## src/rtl/uart_frame_parser.sv

```systemverilog
// Deframer behind the UART receiver: hunts SYNC_BYTE, buffers a length-prefixed
// checksummed payload, then replays it on a valid/ready byte stream.
module uart_frame_parser #(
    parameter logic [7:0] SYNC_BYTE      = 8'hA5,
    parameter int         MAX_LEN        = 16,
    parameter int         TIMEOUT_CYCLES = 20000
) (
    input  logic       clk,
    input  logic       rst_n,
    input  logic [7:0] rx_data,
    input  logic       rx_recv,
    output logic [7:0] out_data,
    output logic       out_valid,
    input  logic       out_ready,
    output logic       out_last,
    output logic [7:0] frame_len,
    output logic       err_csum,
    output logic       err_len,
    output logic       err_timeout,
    output logic       overrun
);

    localparam int               IDX_W     = (MAX_LEN > 1) ? $clog2(MAX_LEN) : 1;
    localparam int               TMO_W     = $clog2(TIMEOUT_CYCLES + 1);
    localparam logic [TMO_W-1:0] TMO_LAST  = TMO_W'(TIMEOUT_CYCLES - 1);
    localparam logic [TMO_W-1:0] TMO_MAX   = TMO_W'(TIMEOUT_CYCLES);
    localparam logic [TMO_W-1:0] TMO_ONE   = TMO_W'(1);
    localparam logic [7:0]       MAX_LEN_B = 8'(MAX_LEN);

    typedef enum logic [2:0] {
        ST_HUNT,
        ST_LEN,
        ST_PAYLOAD,
        ST_CSUM,
        ST_DRAIN
    } state_t;

    state_t           state, state_nxt;
    logic [7:0]       len, sum, wr_ptr, rd_ptr;
    logic [7:0]       csum_chk;
    logic [TMO_W-1:0] tmo_cnt;
    logic [7:0]       mem [MAX_LEN];
    logic             in_frame, tmo_hit, xfer;
    logic             err_csum_nxt, err_len_nxt, err_tmo_nxt, overrun_nxt;

    assign in_frame = (state == ST_LEN) || (state == ST_PAYLOAD) || (state == ST_CSUM);
    // A byte landing on the expiry cycle takes priority over the timeout.
    assign tmo_hit  = in_frame && !rx_recv && (tmo_cnt == TMO_LAST);
    assign csum_chk = sum + rx_data;

    assign out_valid = (state == ST_DRAIN);
    assign out_data  = out_valid ? mem[rd_ptr[IDX_W-1:0]] : 8'h00;
    assign out_last  = out_valid && (rd_ptr == frame_len - 8'd1);
    assign xfer      = out_valid && out_ready;

    always_ff @(posedge clk or negedge rst_n) begin
        if (!rst_n) state <= ST_HUNT;
        else        state <= state_nxt;
    end

    always_comb begin
        state_nxt    = state;
        err_csum_nxt = 1'b0;
        err_len_nxt  = 1'b0;
        err_tmo_nxt  = 1'b0;
        overrun_nxt  = 1'b0;
        case (state)
            ST_HUNT:
                if (rx_recv && rx_data == SYNC_BYTE) state_nxt = ST_LEN;
            ST_LEN:
                if (rx_recv) begin
                    if (rx_data == 8'd0 || rx_data > MAX_LEN_B) begin
                        err_len_nxt = 1'b1;
                        state_nxt   = ST_HUNT;
                    end else begin
                        state_nxt = ST_PAYLOAD;
                    end
                end
            ST_PAYLOAD:
                if (rx_recv && wr_ptr == len - 8'd1) state_nxt = ST_CSUM;
            ST_CSUM:
                if (rx_recv) begin
                    if (csum_chk == 8'd0) begin
                        state_nxt = ST_DRAIN;
                    end else begin
                        err_csum_nxt = 1'b1;
                        state_nxt    = ST_HUNT;
                    end
                end
            ST_DRAIN: begin
                overrun_nxt = rx_recv;
                if (xfer && out_last) state_nxt = ST_HUNT;
            end
            default: state_nxt = ST_HUNT;
        endcase
        if (tmo_hit) begin
            err_tmo_nxt = 1'b1;
            state_nxt   = ST_HUNT;
        end
    end

    always_ff @(posedge clk or negedge rst_n) begin
        if (!rst_n) begin
            err_csum    <= 1'b0;
            err_len     <= 1'b0;
            err_timeout <= 1'b0;
            overrun     <= 1'b0;
        end else begin
            err_csum    <= err_csum_nxt;
            err_len     <= err_len_nxt;
            err_timeout <= err_tmo_nxt;
            overrun     <= overrun_nxt;
        end
    end

    always_ff @(posedge clk or negedge rst_n) begin
        if (!rst_n) begin
            len       <= 8'd0;
            sum       <= 8'd0;
            wr_ptr    <= 8'd0;
            rd_ptr    <= 8'd0;
            frame_len <= 8'd0;
        end else begin
            if (state == ST_LEN && rx_recv) begin
                len    <= rx_data;
                sum    <= rx_data;
                wr_ptr <= 8'd0;
            end
            if (state == ST_PAYLOAD && rx_recv) begin
                sum    <= csum_chk;
                wr_ptr <= wr_ptr + 8'd1;
            end
            if (state == ST_CSUM && rx_recv && csum_chk == 8'd0) begin
                frame_len <= len;
                rd_ptr    <= 8'd0;
            end
            if (xfer) rd_ptr <= rd_ptr + 8'd1;
        end
    end

    // Only runs while a frame is open; HUNT/DRAIN park it at zero.
    always_ff @(posedge clk or negedge rst_n) begin
        if (!rst_n)                    tmo_cnt <= '0;
        else if (rx_recv || !in_frame) tmo_cnt <= '0;
        else if (tmo_cnt != TMO_MAX)   tmo_cnt <= tmo_cnt + TMO_ONE;
    end

    always_ff @(posedge clk) begin
        if (state == ST_PAYLOAD && rx_recv) mem[wr_ptr[IDX_W-1:0]] <= rx_data;
    end

endmodule

```

## config.mk

```make
export PLATFORM = sky130hd
export DESIGN_NAME = uart_frame_parser
export DESIGN_NICKNAME = d
export VERILOG_FILES = /design/src/rtl/uart_frame_parser.sv
export SDC_FILE = /design/constraint.sdc
export NUM_CORES = 1
export LEC_CHECK = 0
export ABC_CLOCK_PERIOD_IN_PS = 3300
export CAP_MARGIN = 20
export CORE_MARGIN = 4
export CORE_UTILIZATION = 40
export CTS_CLUSTER_DIAMETER = 120
export DETAILED_ROUTE_END_ITERATION = 7
export PLACE_DENSITY_LB_ADDON = 0.15
export REMOVE_ABC_BUFFERS = 1
export SLEW_MARGIN = 15
export SYNTH_ARGS = -nofsm -noshare
export SYNTH_HDL_FRONTEND = slang
export SYNTH_SLANG_ARGS = --single-unit
```

## constraint.sdc

```tcl
create_clock -name clk -period 3.3 [get_ports clk]
set_clock_uncertainty 0.1 [all_clocks]
set_input_delay 0.66 -clock clk [delete_from_list [all_inputs] [get_ports clk]]
set_output_delay 0.66 -clock clk [all_outputs]
set_load 0.1 [all_outputs]
```

==> results of run 1 <==
==> cell type report <==
class,count,area [sq um],area share
Sequential cell,190,5400,0.514
Multi-Input combinational cell,384,3150,0.300
Timing Repair Buffer,85,926,0.0882
Clock buffer,17,425,0.0405
Tap cell,275,344,0.0328
Clock inverter,15,185,0.0176
Inverter,18,67.6,0.00644
==> layer usage <==
| metal | vias up | global-route usage | part of all wire |
|---|---|---|---|
| li1 | 2490 | - | - |
| met3 | 14 | 0.0353 | 0.035 |
| met2 | 101 | 0.293 | 0.50 |
| met4 | 0 | 0.0416 | 0.011 |
| met1 | 2789 | 0.241 | 0.45 |
| met5 | - | 0 | 0 |
==> cells in the mapped netlist (7+ instances only) <==
cell,n
edfxtp_1,128
dfrtp_1,62
nand2_1,58
mux4_2,40
nor2_1,34
nand3_1,27
and2_1,22
xnor2_1,21
o21ai_0,19
clkbuf_1,18
inv_1,18
xor2_1,17
ha_1,16
a21oi_1,12
o211ai_1,12
and3_1,8
nor4_1,8
nor3_1,7
==> path summary, 6_finish.rpt <==
kind / endpoint / cells after the start
setup / recovery: out_last / 5
hold / removal: rd_ptr[4]$_DFFE_PN0P_ / 1
setup reg to reg: frame_len[3]$_DFFE_PN0P_ / 9
hold reg to reg: wr_ptr[7]$_DFFE_PN0P_ / 1
max in group asynchronous: frame_len[3]$_DFFE_PN0P_ / 2
min in group clk: wr_ptr[7]$_DFFE_PN0P_ / 1
==> repair_timing <==
item                                    in CTS  in global routing
pin swaps                                    4                  2
gates resized for setup                     16                  7
gates cloned                                 4                  1
buffers inserted                             7                  1
endpoints found under the setup margin      25                 14
hold buffers                                 0                  0
==> power by group through the flow <==
stage,clock network [uW],logic (uW),registers [uW]
floorplan,0,1280,3120
global placement,0,2110,2990
detailed placement,0,2150,2990
CTS,2160,2410,2940
global route,2280,2680,2980
finish,2120,2460,2940
==> state kept, by name (all words and copies together) (netlist names) <==
name and cells:
err_csum 1, state 3, sum 8, len 8, mem 128, err_timeout 1, err_len 1, tmo_cnt 15
wr_ptr 8, rd_ptr 8, overrun 1, frame_len 8
==> stage by stage <==
stage | util | setup TNS [ps] | hold WS [ps] | worst slack [ps] | instance area [sq um]
4_1_cts | 0.493 | -83.2 | 161 | -83.2 | 10400
6_report | 0.496 | -121 | 154 | -59.6 | 10500
2_1_floorplan | - | -6190 | 264 | -1040 | 8560
3_3_place_gp | 0.455 | -9050 | 395 | -565 | 9620
5_1_grt | 0.496 | -739 | 179 | -153 | 10500
3_5_place_dp | 0.455 | -8830 | 402 | -555 | 9620
==> worst max-delay path, delay by kind of cell, from the launching register on <==
kind / cells / cell delay [ps]
simple gates: 2 / 1020
compound gates: 2 / 550
flops: 1 / 380
buf+inv: 1 / 220
==> cell families (layout without fill, tap and decap cells) <==
family	Yosys count	in the layout	synth area share
buffers and inverters	42	135	0.0189
AND/OR/NAND/NOR	206	206	0.123
adder cells (fa/ha/maj)	17	17	0.0254
flip-flops	190	190	0.623
XOR/XNOR	38	38	0.0384
multiplexers	50	50	0.117
AO/OA/AOI/OAI	73	73	0.0545
==> impl_metrics.ini, run 1 <==
[logic_synthesis]
yosysSeqAreaShare = 0.623
syn_inst = 616
syn_area_sq_um = 8660
syn_area_per_cell_sq_um = 14.1
yosysTopAreaCellShare = 0.444
synth_cell_types = 56
ys_ff_latch = 190
synth-edff-count = 128
synth-main-ff-cell = edfxtp_1
postSynth.asyncResetShare = 0.326
synth-warning-count = 0
synth_area_leaders = edfxtp_1 (44%), dfrtp_1 (18%), mux4_2 (10%)
synth_top_area_cell = edfxtp_1

[routing]
wl_per_cell_um = 20.8
vias = 5394
drc = 0
routed_wl_mm = 20.5
firstDrtPassIters = 5
drtIter0Drc = 438
postRouteAntennaNets = 0
viasPerCell = 5.48

[worst_setup_path]
crit_slowest_cell = or4_4
reg2reg_slack_ps = 350
cp_data_required_time_ps = 2540
crit_path_start_kind = flip-flop
cp.arrival_ps = 2600
startpoint = frame_len[1]$_DFFE_PN0P_
worstPathCellList = or4_4 > o21a_1 > or4b_4 > a311oi_4 > buf_12
critPathKind = flip-flop to output pin
endpoint_kind = output pin
regToRegStartpoint = sum[0]$_DFFE_PN0P_
crit_path_max_incr_delay_ps = 530
crit_path_max_fanout = 2

[power]
seqPwrFrac = 0.391
p_sw_frac = 0.311
leakage_uw = 0.00387
vdd_drop_max_mv = 0.364
p_clk_frac = 0.282
p_sw_uw = 2340
internal_power_uw = 5180
pwr-share-comb = 0.327
powerDensity_nw_per_um2 = 716
total_power_uw = 7520

[floorplan]
chipHeight_um = 155
core-area_sq_um = 21200
die_area_sq_um = 24100
rows = 53
fp.dieW_um = 155
io_pins = 34
start_util = 0.409

[status]
status = finished with violations
violations = setup timing

[clock_network]
insertion_delay_ps = 420
clk_pin_slew_ps = 70
cts_sinks = 190
clockRootBuffer = clkbuf_16
cts_tree = done
cts_buffers = 17
htreeDepth = 4
clk_path_buf_depth = 2

[place]
port_buffers = 33
gp_congestion = 0.809
dp_hpwl_mm = 13.3
place_inst = 939

[timing]
slew_headroom = 0.397
min_period_ps = 3360
tightest_slew_ps = 904
rsz0062_at_grt = true
clock.fmax_mhz = 298
min_period_over_period = 1.02
maxSlewViolCount = 0
finalWorstSetupSlack_ps = -59.6
final-hold-violation-count = 0
finalSetupViolations = 6

[hold_path]
min-delay-path-class = input port to asynchronous set/reset pin

[final_layout]
layout_common_cells = edfxtp_1 (128), dfrtp_1 (60), nand2_1 (58)
fillers = 1790
final_nets = 725
final_common_cell = edfxtp_1
synthToLayoutAreaGrowth_pct = 21.2
layout-drive-gt1-share = 0.236
insertedDiodeCount = 0
instances_no_fill = 984

[global_route]
overflow = 0
grt_antenna_before_repair = 0
grt_use_total = 0.176
grt_max_degree = 38
grt_pass1_vias = 5609
grt_first_pass_wirelength_mm = 32.2

[job]
drv_cap = 0
No activity file was read; power rests on OpenSTA's default activity.
==> inputs of run 2 (changes only) <==
- ABC_AREA: default -> 1
==> run 2 against run 1 <==
Against the previous run: the run now ends clean; synthesized cell count grew 44%; combinational power is 26% lower; first-iteration DRC count is 5.3% lower; count of clock-buffer cells in the layout did not move; sequential cell count is the same; area after synthesis increased by 3.2%; sequential power is 1% lower; maximum frequency up 7.0%; die area is 3.0% higher; sequential share of layout area decreased by 0.055 points; power down 8.7%; final cell count rose by 26%.
==> impl_metrics.ini, run 2 <==
[status]
status = completed

[timing]
rsz0062_at_grt = false
finalWorstSetupSlack_ps = 161
maxSlewViolCount = 0
setup_tns_ps = 0
finalSetupViolations = 0
final-hold-violation-count = 0
min_period_over_period = 0.951
slew_headroom = 0.549
min_period_ps = 3140
tightest_slew_ps = 677
clock.fmax_mhz = 319

[job]
drv_cap = 0

[routing]
drc = 0
postRouteAntennaNets = 0
routed_wl_mm = 22.3
drtIter0Drc = 415
viasPerCell = 5.28
firstDrtPassIters = 5
vias = 6520
wl_per_cell_um = 18.1

[global_route]
grt_max_degree = 68
grt_first_pass_wirelength_mm = 36.0
met3_usage = 0.0363
grt_pass1_vias = 6373
grtUsageMet2 = 0.295
grt_antenna_before_repair = 0
gr-usage-met1 = 0.279
grt_busiest_layer = met2
grt_use_total = 0.190
overflow = 0

[final_layout]
instances_no_fill = 1235
multiInputGateArea_sq_um = 3130
largest_register_ffs = 128
final_common_cell = nor2_1
layout_common_cells = nor2_1 (142), nand2_1 (136), edfxtp_1 (128)
insertedDiodeCount = 0
fin_area_sq_um = 10500
final_nets = 971
synthToLayoutAreaGrowth_pct = 17.5
fillers = 2056
layout-drive-gt1-share = 0.141
regArea_sq_um = 5400

[logic_synthesis]
synth_top_area_cell = edfxtp_1
postSynth.asyncResetShare = 0.326
yosysSeqAreaShare = 0.604
synth_most_common_cell = nor2_1
ys_ff_latch = 190
synth_common_cells = nor2_1 (142), nand2_1 (136), edfxtp_1 (128)
yosysTopAreaCellShare = 0.430
synth_area_leaders = edfxtp_1 (43%), dfrtp_1 (17%), nor2_1 (6.0%)
synth-edff-count = 128
syn_area_sq_um = 8940
synth-warning-count = 0
synth_cell_types = 45
syn_inst = 887
syn_area_per_cell_sq_um = 10.1
synth-main-ff-cell = edfxtp_1

[clock_network]
cts_sinks = 190
insertion_delay_ps = 430
cts_tree = done
clk_path_buf_depth = 2
clockRootBuffer = clkbuf_16
clk_pin_slew_ps = 70
htreeDepth = 4
post_cts_buffers = 0
cts_buffers = 17

[worst_setup_path]
cp_data_required_time_ps = 2540
crit_path_start_kind = flip-flop
crit_path_max_fanout = 39
crit_path_max_incr_delay_ps = 430
worstPathCellList = clkinv_2 > buf_12 > o21ai_0 > o22ai_1 > o211ai_1 > a21oi_1 > buf_12
path_buf_inv = 3
cp_common_cell = buf_12
cp_top_family = compound AO/OA/AOI/OAI gates
cp.arrival_ps = 2380
endpoint_kind = output pin
crit_slowest_cell = dfrtp_2
critPathKind = flip-flop to output pin

[place]
place_inst = 1203
port_buffers = 33
gp_congestion = 0.850
post_dp_cell_area_sq_um = 9860
dp_hpwl_mm = 14.7
pre_cts_ws_ps = 99.0

[power]
total_power_uw = 6870
powerDensity_nw_per_um2 = 654
vdd_drop_max_mv = 0.438
leakage_uw = 0.00414

[floorplan]
core-area_sq_um = 21900
io_pins = 34
rows = 54
start_util = 0.408
fp.dieW_um = 157
die_area_sq_um = 24800
chipHeight_um = 157

[hold_path]
min-delay-path-class = input port to asynchronous set/reset pin
[run 2: changes by cell type in the layout (fill, tap and decap cells not counted), moves of 8 or more]
cell / change
o21ai_2: +8
inv_1: +46
o22ai_1: +9
nand2_1: +78
buf_4: -11
o221ai_1: +22
mux4_2: -40
xnor2_1: -13
o21ai_0: +65
inv_2: +13
xor2_1: -9
nand3_1: +34
nor2_1: +108
and2_1: -15
[run 2: power by group]
group	switching, uW	total [uW]	leakage, uW	internal (uW)
logic	1210	1810	0.00186	601
registers	166	2900	0.00198	2730
clock network	993	2150	0.000301	1160
total	2370	6870	0.00414	4500
[run 2: area by class of cell]
cell class | instances | share of cell area
clock buffer | 17 | 0.0405
sequential | 190 | 0.514
inverter | 79 | 0.0284
tap | 280 | 0.0334
multi-input combinational | 586 | 0.298
timing repair buffer | 68 | 0.0678
clock inverter | 15 | 0.0186
[run 2: path summary, 6_finish.rpt]
| path | start | end | slack (ps) | depth (start not counted) |
|---|---|---|---|---|
| max in group asynchronous | rst_n | tmo_cnt[0]$_DFFE_PN0P_ | 2670 | 2 |
| max | rd_ptr[0]$_DFFE_PN0P_ | out_data[4] | 160 | 7 |
| min | rst_n | rd_ptr[2]$_DFFE_PN0P_ | 130 | 2 |
| min in group clk | wr_ptr[7]$_DFFE_PN0P_ | wr_ptr[7]$_DFFE_PN0P_ | 390 | 1 |
| min reg2reg | wr_ptr[7]$_DFFE_PN0P_ | wr_ptr[7]$_DFFE_PN0P_ | 390 | 1 |
| max reg2reg | sum[0]$_DFFE_PN0P_ | rd_ptr[3]$_DFFE_PN0P_ | 990 | 12 |
[run 2: metal layers]
metal,routed length (um),share of wire
met1,10900,0.49
met2,10100,0.45
met3,999,0.045
met4,257,0.012
met5,0,0
[run 2: cell families after synthesis]
logic type               count (synthesis)  share of synthesized area
AO/OA/AOI/OAI                          178                      0.121
XOR/XNOR                                19                     0.0237
adder cells (fa/ha/maj)                 17                     0.0246
buffers and inverters                  111                     0.0490
flip-flops                             190                      0.604
multiplexers                             2                    0.00224
AND/OR/NAND/NOR                        370                      0.176
[run 2: timing repair]
action,in CTS,in global routing
hold buffers,0,0
resized for setup,1,5
pin swaps,0,0
setup endpoints to repair,1,6
[run 2: metrics by stage]
| stage | hold slack (ps) | util |
|---|---|---|
| 2_1_floorplan | 264 | - |
| 3_3_place_gp | 375 | 0.450 |
| 3_5_place_dp | 380 | 0.450 |
| 4_1_cts | 144 | 0.479 |
| 5_1_grt | 156 | 0.480 |
| 6_report | 132 | 0.480 |
